File: config.mk
export PLATFORM = sky130hd
export DESIGN_NAME = mux4_rr_arbiter_flat
export DESIGN_NICKNAME = d
export VERILOG_FILES = /design/src/rtl/mux4_rr_arbiter_if.sv /design/src/rtl/mux4_rr_arbiter.sv /design/src/flat_wrapper.sv
export SDC_FILE = /design/constraint.sdc
export NUM_CORES = 1
export LEC_CHECK = 0
export ABC_AREA = 1
export ABC_CLOCK_PERIOD_IN_PS = 3050
export CORE_ASPECT_RATIO = 0.7
export CORE_MARGIN = 5
export CORE_UTILIZATION = 55
export CTS_CLUSTER_SIZE = 30
export DETAILED_ROUTE_END_ITERATION = 16
export PLACE_DENSITY = 0.82
export SETUP_SLACK_MARGIN = 0.05
export SYNTH_ARGS = -nofsm -noshare
export SYNTH_HDL_FRONTEND = slang
export SYNTH_SLANG_ARGS = --single-unit
File: constraint.sdc
create_clock -name Clk -period 3.05 [get_ports Clk]
set_input_delay 0.61 -clock Clk [delete_from_list [all_inputs] [get_ports Clk]]
set_output_delay 0.61 -clock Clk [all_outputs]
set_load 0.05 [all_outputs]
File: src/rtl/mux4_rr_arbiter_if.sv
// Request/grant bundle between the four mux requesters and the round-robin arbiter.
// The slave side is the arbiter; the master side drives requests and observes grants.
interface mux4_rr_arbiter_if;
  logic [3:0] Req;
  logic       Release;
  logic [3:0] Gnt;
  logic [1:0] Sel;
  logic       Valid;
  logic       Timeout;

  modport slave (
    input  Req,
    input  Release,
    output Gnt,
    output Sel,
    output Valid,
    output Timeout
  );

  modport master (
    output Req,
    output Release,
    input  Gnt,
    input  Sel,
    input  Valid,
    input  Timeout
  );
endinterface

File: src/rtl/mux4_rr_arbiter.sv
// Round-robin arbiter and select sequencer for a 4:1 mux built from 2:1 stages.
// One grant at a time, hold bounded by HOLD_MAX, one idle cycle between grants.
module mux4_rr_arbiter #(
  parameter int HOLD_MAX = 8,
  parameter int CNT_W    = 8
) (
  input  logic                Clk,
  input  logic                Rst,
  mux4_rr_arbiter_if.slave    bus
);

  typedef enum logic [0:0] {
    IDLE  = 1'b0,
    GRANT = 1'b1
  } state_t;

  state_t             state_q, state_d;
  logic [3:0]         gnt_q, gnt_d;
  logic [1:0]         sel_q, sel_d;
  logic               valid_q, valid_d;
  logic               timeout_q, timeout_d;
  logic [1:0]         ptr_q, ptr_d;
  logic [CNT_W-1:0]   cnt_q, cnt_d;

  logic               win_vld;
  logic [1:0]         win_idx;
  logic [1:0]         cand;
  logic               rel_end;
  logic               lim_end;

  // Scan from the far end so the candidate closest to ptr_q wins.
  always_comb begin
    win_vld = 1'b0;
    win_idx = ptr_q;
    cand    = ptr_q;
    for (int k = 3; k >= 0; k--) begin
      cand = ptr_q + 2'(k);
      if (bus.Req[cand]) begin
        win_vld = 1'b1;
        win_idx = cand;
      end
    end
  end

  // A dropped request from the owner ends the grant just like Release.
  assign rel_end = bus.Release | ~bus.Req[sel_q];
  assign lim_end = (cnt_q == CNT_W'(HOLD_MAX));

  always_comb begin
    state_d   = state_q;
    gnt_d     = gnt_q;
    sel_d     = sel_q;
    valid_d   = valid_q;
    timeout_d = 1'b0;
    ptr_d     = ptr_q;
    cnt_d     = cnt_q;
    case (state_q)
      IDLE: begin
        if (win_vld) begin
          state_d = GRANT;
          gnt_d   = 4'(4'b0001 << win_idx);
          sel_d   = win_idx;
          valid_d = 1'b1;
          cnt_d   = CNT_W'(1);
        end
      end
      GRANT: begin
        if (rel_end || lim_end) begin
          state_d   = IDLE;
          gnt_d     = 4'b0000;
          valid_d   = 1'b0;
          ptr_d     = sel_q + 2'd1;
          cnt_d     = '0;
          timeout_d = lim_end & ~rel_end;
        end else begin
          cnt_d = cnt_q + 1'b1;
        end
      end
      default: begin
        state_d = IDLE;
        gnt_d   = 4'b0000;
        valid_d = 1'b0;
        cnt_d   = '0;
      end
    endcase
  end

  always_ff @(posedge Clk or posedge Rst) begin
    if (Rst) begin
      state_q   <= IDLE;
      gnt_q     <= 4'b0000;
      sel_q     <= 2'b00;
      valid_q   <= 1'b0;
      timeout_q <= 1'b0;
      ptr_q     <= 2'b00;
      cnt_q     <= '0;
    end else begin
      state_q   <= state_d;
      gnt_q     <= gnt_d;
      sel_q     <= sel_d;
      valid_q   <= valid_d;
      timeout_q <= timeout_d;
      ptr_q     <= ptr_d;
      cnt_q     <= cnt_d;
    end
  end

  assign bus.Gnt     = gnt_q;
  assign bus.Sel     = sel_q;
  assign bus.Valid   = valid_q;
  assign bus.Timeout = timeout_q;

  a_gnt_onehot0: assert property (@(posedge Clk) disable iff (Rst) $onehot0(gnt_q));
  a_valid_gnt:   assert property (@(posedge Clk) disable iff (Rst) valid_q == (|gnt_q));
  a_to_not_vld:  assert property (@(posedge Clk) disable iff (Rst) !(timeout_q && valid_q));

endmodule

File: src/flat_wrapper.sv
// flat-port wrapper written by rule: the top's interface ports become plain ports
module mux4_rr_arbiter_flat 
#(
  parameter int HOLD_MAX = 8,
  parameter int CNT_W    = 8
)
  (Clk, Rst, bus_Req, bus_Release, bus_Gnt, bus_Sel, bus_Valid, bus_Timeout);
  mux4_rr_arbiter_if bus_i ();
  input  logic Clk;
  input  logic Rst;
  input wire logic [$bits(bus_i.Req)-1:0] bus_Req;
  input wire logic [$bits(bus_i.Release)-1:0] bus_Release;
  output wire logic [$bits(bus_i.Gnt)-1:0] bus_Gnt;
  output wire logic [$bits(bus_i.Sel)-1:0] bus_Sel;
  output wire logic [$bits(bus_i.Valid)-1:0] bus_Valid;
  output wire logic [$bits(bus_i.Timeout)-1:0] bus_Timeout;
  assign bus_i.Req = bus_Req;
  assign bus_i.Release = bus_Release;
  assign bus_Gnt = bus_i.Gnt;
  assign bus_Sel = bus_i.Sel;
  assign bus_Valid = bus_i.Valid;
  assign bus_Timeout = bus_i.Timeout;
  mux4_rr_arbiter #(.HOLD_MAX(HOLD_MAX), .CNT_W(CNT_W)) u_core (.Clk(Clk), .Rst(Rst), .bus(bus_i));
endmodule
==> metrics <==
Pleak=0.672 nW; final cell count without fillers=197; CP Capture Type=output port; chip width=64.5 um; Buf/Inv on CP=1; sequential cell area=475 um^2; first-pass GRT wire length=4.31 mm; Worst Skew=0.00316 ns; Starting Density=0.596; initial drt markers=54; Netlist cell types=25; total gr overflow=0; DP Wirelength=1.95 mm; Syn Nets=167; WS Path Type=reg2out; GRT Overall Usage=0.187; Cells after Synth=158; number of max-cap violations=0; CP Data Required Time=2.44 ns; area leader, netlist=dfrtp_1; CTS resizes=0; setup bufs post-CTS=0; largest net degree at the start of global routing=20; top cells by area, synth=dfrtp_1 42%, nand2_1 17%, inv_1 7.2%; Slew @ Worst Pin=0.681 ns; wire per inst=12.5 um; clock slew at the register clock pins of the worst setup and hold paths=0.10 ns; total wire length=2.47 mm; Clock Latency Late Sink=0.29 ns; Place WS=0.904 ns; Cell Pwr Density=996 nW/um^2; Worst Slack Setup Final=0.845 ns; Critical Path AT=1.60 ns; # setup viols final=0; RSZ-0062 raised after global routing=no; via count=1050; die area=3110 um^2; crit share post-route=0.723; TritonCTS clock tree=yes; critical path's top delay family=buffers and inverters; number of vias per cell=5.33; max_slew headroom=0.545; Synth Area per Inst=7.25 um^2; synthesized cell area=1140 um^2; Period minus WS final=2.21 ns; number of global-route vias before repair=978; PortBufs=14; worst hold path type=reg2reg; diodes inserted=0; crit start category=flop; residual DRC count=0; Final Hold Viols=0; sequential fraction of the synthesis area=0.415; gpl congestion=0.885; Slew Limit Fails=0; VDD IR max=0.000727 V; Post-Place Cells=193; clk buf depth=2; Cell Rows=13; Fmax=454 MHz; CP max FO=7; Area Overhead vs Synth=16.0%; initial antenna violation count=0; final hold slack=0.495 ns; # fillers=174; # IOs=15; core area=1920 um^2; H-tree Lvls=1; Synth Warn #=0; Clock Sinks=19; layout net count=185; Final TNS setup=0 ns; hold buffers post-CTS=0; top-area cell type share of the netlist area=0.415; run status=completed; crit-path cells=clkdlybuf4s50_1; Root Buffer=clkbuf_4; fraction of layout cells with a size suffix above 1=0.0800; multi-input logic area=568 um^2; post-route ant nets=0; cts bufs inserted=3; crit-path max cell delay=0.85 ns; slowest CP cell=clkdlybuf4s50_1; first-pass iteration count of the detailed router=4; die height=48.2 um; Seq cells post-synth=19
[path summary, 6_finish.rpt]
kind,startpoint,endpoint,slack (ns),cells after the start
max in group asynchronous,Rst,u_core.state_q$_DFF_PP0_,1.91,2
min reg2reg,u_core.bus.Gnt[3]$_DFFE_PP0P_,u_core.bus.Gnt[3]$_DFFE_PP0P_,0.50,2
min in group asynchronous,Rst,u_core.bus.Sel[0]$_DFFE_PP0P_,0.71,2
max,u_core.bus.Sel[0]$_DFFE_PP0P_,bus_Sel[0],0.84,1
min,u_core.bus.Gnt[3]$_DFFE_PP0P_,u_core.bus.Gnt[3]$_DFFE_PP0P_,0.50,2
max reg2reg,u_core.ptr_q[0]$_DFFE_PP0P_,u_core.bus.Gnt[2]$_DFFE_PP0P_,1.16,10
[layout by cell type, fill, tap and decap left out, drive strengths merged]
master	n
clkdlybuf4s50	14
nand3	14
o21ai	13
nand3b	1
ha	2
inv	24
xor2	4
xnor2	2
a21oi	1
clkbuf	4
nand4	2
nand2	56
a21boi	1
o211ai	1
nor4	1
nor3	2
o22ai	2
nor2	11
o21a	1
dfrtp	19
[sequential cells by signal, indices dropped and copies added (netlist names)]
signal and cells:
u_core.ptr_q 2, u_core.state_q 1, u_core.cnt_q 8, u_core.bus.Gnt 4, u_core.bus.Timeout 1, u_core.bus.Sel 2
u_core.bus.Valid 1
[final cells by class]
class                      instances  share of cell area
timing repair buffer              14               0.106
multi-input combinational        114               0.428
sequential                        19               0.358
tap                               22              0.0207
inverter                          24              0.0679
clock buffer                       4              0.0198
[cells by family after synthesis]
group	synth area share
AO/OA/AOI/OAI	0.0984
XOR/XNOR	0.0459
adder cells (fa/ha/maj)	0.0219
buffers and inverters	0.0885
flip-flops	0.415
AND/OR/NAND/NOR	0.330
[per-stage QoR]
step	power, mW	util	area [um^2]
floorplan	1.01	-	1140
global placement	1.17	0.678	1300
detailed placement	1.19	0.678	1300
CTS	1.32	0.692	1330
global route	1.45	0.692	1330
finish	1.32	0.692	1330
[layer usage]
metal | global-route usage | vias to the layer above | part of all wire
li1 | - | 537 | -
met2 | 0.279 | 26 | 0.39
met4 | 0.0294 | 0 | 0.0061
met3 | 0.0622 | 2 | 0.071
met1 | 0.274 | 485 | 0.53
met5 | 0 | - | 0
[where the power goes]
group / total [mW] / switching, mW / internal [mW]
Clock: 0.122 / 0.0713 / 0.0508
Combinational: 0.797 / 0.541 / 0.255
Sequential: 0.404 / 0.0830 / 0.321
[Yosys cell counts (all sizes together)]
| cell type | count |
|---|---|
| ha | 2 |
| xnor2 | 2 |
| o21a | 1 |
| o21ai | 13 |
| dfrtp | 19 |
| nor2 | 11 |
| xor2 | 4 |
| o211ai | 1 |
| o22ai | 2 |
| a21boi | 1 |
| nor3 | 2 |
| nor4 | 1 |
| nand4 | 2 |
| inv | 24 |
| buf | 1 |
| nand2 | 56 |
| nand3b | 1 |
| a21oi | 1 |
| nand3 | 14 |
(Power assumes the default switching activity.)
